==> config.mk <==
export PLATFORM = sky130hd
export DESIGN_NAME = uart_tx_frame
export DESIGN_NICKNAME = d
export VERILOG_FILES = /design/src/rtl/uart_tx_frame.sv
export SDC_FILE = /design/constraint.sdc
export NUM_CORES = 1
export LEC_CHECK = 0
export CAP_MARGIN = 15
export CELL_PAD_IN_SITES_DETAIL_PLACEMENT = 1
export CELL_PAD_IN_SITES_GLOBAL_PLACEMENT = 1
export CORE_UTILIZATION = 35
export DETAILED_ROUTE_END_ITERATION = 12
export HOLD_SLACK_MARGIN = 0.1
export PLACE_DENSITY = 0.74
export REMOVE_ABC_BUFFERS = 1
export SYNTH_ARGS = -nofsm -noshare
export SYNTH_HDL_FRONTEND = slang
export SYNTH_SLANG_ARGS = --single-unit
==> constraint.sdc <==
create_clock -name clock -period 1.65 [get_ports clock]
set_clock_uncertainty 0.05 [all_clocks]
set_input_delay 0.33 -clock clock [delete_from_list [all_inputs] [get_ports clock]]
set_output_delay 0.33 -clock clock [all_outputs]
set_load 0.02 [all_outputs]
==> src/rtl/uart_tx_frame.sv <==
// UART transmit framer: serializes a captured word as start, data (LSB first),
// optional parity and one or two stop bits, advancing one bit per baud_clk rising edge.
module uart_tx_frame #(
    parameter int unsigned DATA_WIDTH = 8
) (
    input  logic                  clock,
    input  logic                  reset,
    input  logic                  baud_clk,
    input  logic                  send,
    input  logic [DATA_WIDTH-1:0] data_in,
    input  logic [1:0]            parity_type,
    input  logic                  stop_bits,
    output logic                  tx_out,
    output logic                  busy,
    output logic                  done
);
    localparam int unsigned CNT_W = (DATA_WIDTH > 1) ? $clog2(DATA_WIDTH) : 1;

    localparam logic [2:0] S_IDLE   = 3'd0;
    localparam logic [2:0] S_WAIT   = 3'd1;
    localparam logic [2:0] S_START  = 3'd2;
    localparam logic [2:0] S_DATA   = 3'd3;
    localparam logic [2:0] S_PARITY = 3'd4;
    localparam logic [2:0] S_STOP1  = 3'd5;
    localparam logic [2:0] S_STOP2  = 3'd6;

    localparam logic [CNT_W-1:0] LAST_BIT = CNT_W'(DATA_WIDTH - 1);

    logic [2:0]            state_q, state_d;
    logic                  baud_q;
    logic [DATA_WIDTH-1:0] shift_q, shift_d;
    logic [CNT_W-1:0]      cnt_q, cnt_d;
    logic                  par_en_q, par_en_d;
    logic                  par_bit_q, par_bit_d;
    logic                  stop2_q, stop2_d;
    logic                  tx_q, tx_d;
    logic                  busy_q, busy_d;
    logic                  done_q, done_d;
    logic                  tick;

    // One bit period per rising edge of the sampled baud square wave.
    assign tick = baud_clk & ~baud_q;

    always_comb begin
        state_d   = state_q;
        shift_d   = shift_q;
        cnt_d     = cnt_q;
        par_en_d  = par_en_q;
        par_bit_d = par_bit_q;
        stop2_d   = stop2_q;
        tx_d      = tx_q;
        done_d    = 1'b0;

        case (state_q)
            S_IDLE: begin
                tx_d = 1'b1;
                if (send) begin
                    shift_d   = data_in;
                    par_en_d  = (parity_type == 2'b01) || (parity_type == 2'b10);
                    par_bit_d = parity_type[0] ? ~^data_in : ^data_in;
                    stop2_d   = stop_bits;
                    cnt_d     = '0;
                    state_d   = S_WAIT;
                end
            end
            S_WAIT: begin
                if (tick) begin
                    tx_d    = 1'b0;
                    state_d = S_START;
                end
            end
            S_START: begin
                if (tick) begin
                    tx_d    = shift_q[0];
                    shift_d = shift_q >> 1;
                    cnt_d   = '0;
                    state_d = S_DATA;
                end
            end
            S_DATA: begin
                if (tick) begin
                    if (cnt_q == LAST_BIT) begin
                        if (par_en_q) begin
                            tx_d    = par_bit_q;
                            state_d = S_PARITY;
                        end else begin
                            tx_d    = 1'b1;
                            state_d = S_STOP1;
                        end
                    end else begin
                        tx_d    = shift_q[0];
                        shift_d = shift_q >> 1;
                        cnt_d   = cnt_q + CNT_W'(1);
                    end
                end
            end
            S_PARITY: begin
                if (tick) begin
                    tx_d    = 1'b1;
                    state_d = S_STOP1;
                end
            end
            S_STOP1: begin
                if (tick) begin
                    if (stop2_q) begin
                        state_d = S_STOP2;
                    end else begin
                        state_d = S_IDLE;
                        done_d  = 1'b1;
                    end
                end
            end
            S_STOP2: begin
                if (tick) begin
                    state_d = S_IDLE;
                    done_d  = 1'b1;
                end
            end
            default: begin
                tx_d    = 1'b1;
                state_d = S_IDLE;
            end
        endcase

        busy_d = (state_d != S_IDLE);
    end

    always_ff @(posedge clock) begin
        if (reset) begin
            state_q   <= S_IDLE;
            baud_q    <= 1'b0;
            shift_q   <= '0;
            cnt_q     <= '0;
            par_en_q  <= 1'b0;
            par_bit_q <= 1'b0;
            stop2_q   <= 1'b0;
            tx_q      <= 1'b1;
            busy_q    <= 1'b0;
            done_q    <= 1'b0;
        end else begin
            state_q   <= state_d;
            baud_q    <= baud_clk;
            shift_q   <= shift_d;
            cnt_q     <= cnt_d;
            par_en_q  <= par_en_d;
            par_bit_q <= par_bit_d;
            stop2_q   <= stop2_d;
            tx_q      <= tx_d;
            busy_q    <= busy_d;
            done_q    <= done_d;
        end
    end

    assign tx_out = tx_q;
    assign busy   = busy_q;
    assign done   = done_q;
endmodule
==> results.json <==
{
  "placed_area_um2": 1485,
  "power_switching_mw": 0.4050,
  "synthCells": 135,
  "synth.avg_cell_area_um2": 8.647,
  "rr_worst_depth": 8,
  "coreArea_um2": 3103,
  "drc_errors": 0,
  "setup_violations": 2,
  "die_w_um": 59.75,
  "cts.clk_slew.worst_paths_ns": 0.14,
  "p_total_mw": 1.242,
  "rsz0062_at_grt": "true",
  "cp.required_ns": 1.85,
  "outcome": "finished, violations left",
  "io_pins": 18,
  "numCtsBuffers": 3,
  "fmax_ghz": 0.5871,
  "antennaDiodeCount": 0,
  "r2r-start": "cnt_q[1]",
  "intPower_mw": 0.8365,
  "r2r_end": "cnt_q[1]",
  "hold_class": "reg -> reg",
  "die_h_um": 59.75,
  "hold_depth": 2,
  "grt_pass1_wl_um": 5940,
  "nNetsFinal": 190,
  "clockBufferDepth": 2,
  "worstPathArrival_ns": 1.90,
  "grt_pass1_vias": 1264,
  "yosysSeqAreaShare": 0.3601,
  "tightestPinTransition_ns": 0.3779,
  "ff2ff_setup_slack_ns": -0.05,
  "violations": "negative setup slack",
  "ys_ff_latch": 21,
  "cts_tree": "built",
  "timing_hold_violations_final": 0,
  "row_count": 20,
  "antenna_found_initial": 0,
  "fin_tns_setup_ns": -0.06345,
  "startpoint": "cnt_q[1]",
  "maxCapViolCount": 0,
  "synth-edff-count": 0,
  "p_leak_nw": 0.6784,
  "synth_common_cells": "dfxtp_1, nand2_1, nor2_1",
  "hold_ws_ns": 0.4696,
  "synthFlopType": "dfxtp_1",
  "max_slew_margin": 0.7478,
  "pre_cts_ws_ns": -0.3098,
  "insertion_delay_ns": 0.32,
  "avgRoutedWirePerCell_um": 16.24,
  "routed_via_density": 5.237,
  "cts_max_level": 1,
  "grt_max_degree": 13,
  "yosysUniqueCellTypes": 33,
  "grt_use_total": 0.2291,
  "postRouteAntennaNets": 0,
  "seq_power_share": 0.475,
  "first_iter_violations": 23,
  "min-delay-start": "shift_q[6]",
  "min_to": "shift_q[5]",
  "cts.sinks": 21,
  "drive_gt1_frac": 0.3333,
  "pwr-share-clk": 0.222,
  "power.density_nw_per_um2": 751.1,
  "die-area_um2": 3570,
  "synthesis.area_um2": 1167,
  "fill_cells": 388,
  "slew_violations": 0,
  "synth_warnings": 0,
  "routed-via-count": 1126,
  "p_sw_frac": 0.3262,
  "finalCritPeriodShare": 1.032,
  "ys_top_cells_by_area": "dfxtp_1, a311oi_2, nand2_1",
  "gp_congestion": 0.7867,
  "ys_async_sr_fraction": 0,
  "areaGrowthSynthToFinish_pct": 41.59,
  "cp-end-kind": "flip-flop",
  "synth_top_area_share": 0.3601,
  "postLayoutCellArea_um2": 1653,
  "hpwl_um": 2337,
  "start_util": 0.3762,
  "cts_hold_buf": 0,
  "wirelength_um": 3492,
  "cp_max_fo": 5,
  "ir_drop_uv": 342.1,
  "yosys.area.top_type": "dfxtp_1",
  "layout_setup_ws_ns": -0.05343,
  "grt-ovfl-total": 0,
  "fin_crit_ns": 1.703,
  "first_pass_iters": 4,
  "io_buffers": 17,
  "path_class": "reg -> reg",
  "combPwrFrac": 0.303,
  "cts-root-buf": "clkbuf_4",
  "start_kind": "flip-flop"
}
[registers in the layout (all words and copies together) (netlist names)]
register	flops
busy	1
state_q	3
tx_out	1
shift_q	8
par_bit_q	1
par_en_q	1
done	1
stop2_q	1
baud_q	1
cnt_q	3
[power by group through the flow]
stage	Sequential [mW]	Clock, mW	Combinational (mW)
final	0.589	0.276	0.376
after global routing	0.594	0.305	0.413
after CTS	0.584	0.284	0.418
after detailed placement	0.593	0	0.346
after global placement	0.591	0	0.333
after floorplan	0.594	0	0.187
[routing by layer]
| metal | vias up | global-route usage | routed length, um |
|---|---|---|---|
| li1 | 540 | - | - |
| met5 | - | 0 | 0 |
| met3 | 11 | 0.03030 | 115 |
| met2 | 27 | 0.4508 | 1882 |
| met4 | 0 | 0.08638 | 104 |
| met1 | 548 | 0.2417 | 1389 |
[kinds of logic (layout without fill, tap and decap cells)]
| logic type | count (synthesis) | after routing | share of synthesized area |
|---|---|---|---|
| XOR/XNOR | 8 | 8 | 0.07824 |
| buffers and inverters | 13 | 49 | 0.05679 |
| adder cells (fa/ha/maj) | 3 | 3 | 0.03216 |
| flip-flops | 21 | 21 | 0.3601 |
| AND/OR/NAND/NOR | 56 | 56 | 0.2176 |
| AO/OA/AOI/OAI | 29 | 29 | 0.2122 |
| multiplexers | 5 | 5 | 0.04287 |
[area by class of cell]
| type | count | area (um2) | share of cell area |
|---|---|---|---|
| flip-flops and latches | 21 | 427.9 | 0.2589 |
| clock buffers | 3 | 22.52 | 0.01363 |
| repair buffers | 40 | 357.8 | 0.2165 |
| clock inverters | 1 | 5.005 | 0.003028 |
| inverters | 5 | 18.77 | 0.01136 |
| well taps | 44 | 55.05 | 0.03331 |
| multi-input cells | 101 | 765.7 | 0.4633 |
[through the flow]
step / std cells / util
6_report: 215 / 0.5327
5_1_grt: 215 / 0.5327
4_1_cts: 219 / 0.5435
3_5_place_dp: 205 / 0.4786
3_3_place_gp: 205 / 0.4786
2_1_floorplan: 127 / -
[worst max-delay path by stage]
| stage | endpoint | slack [ns] | cells past startpoint |
|---|---|---|---|
| 2_1_floorplan | shift_q[0] | -0.33 | 7 |
| 3_3_place_gp | par_bit_q | -0.28 | 6 |
| 3_5_place_dp | par_bit_q | -0.31 | 6 |
| 4_1_cts | shift_q[7] | -0.02 | 9 |
| 5_1_grt | cnt_q[1] | -0.09 | 8 |
| 6_report | cnt_q[1] | -0.05 | 8 |
[cells in the final DEF (no fill, tap or decap), types with 2 or more instances in the layout]
cell type / instances
ha_4: 2
nor3_1: 3
dfxtp_2: 3
clkbuf_4: 3
a311oi_2: 7
nor2_1: 16
dlymetal6s2s_1: 2
a31oi_1: 4
xnor2_1: 4
nor2_2: 4
o21ai_0: 4
nand2_1: 20
o2111ai_1: 2
a21oi_2: 3
mux2i_1: 5
dfxtp_1: 17
a21oi_1: 2
xnor2_2: 2
buf_4: 20
buf_6: 3
clkdlybuf4s50_1: 14
nand4_1: 3
inv_1: 4
nand2b_1: 2
[critical path, stage by stage (launching register included)]
cell and delay [ns]:
dfxtp_4 0.39, ha_4 0.17, ha_4 0.17, nand2_4 0.08
nand3_4 0.07, a21oi_4 0.22, buf_6 0.15, nand4_1 0.11
a21oi_2 0.22
[repair_timing]
| item | CTS | global route |
|---|---|---|
| buffers inserted | 8 | 0 |
| endpoints found under the setup margin | 13 | 17 |
| cloned | 2 | 0 |
| pin swaps | 8 | 16 |
| gates resized for setup | 17 | 14 |
(Power assumes the default switching activity.)
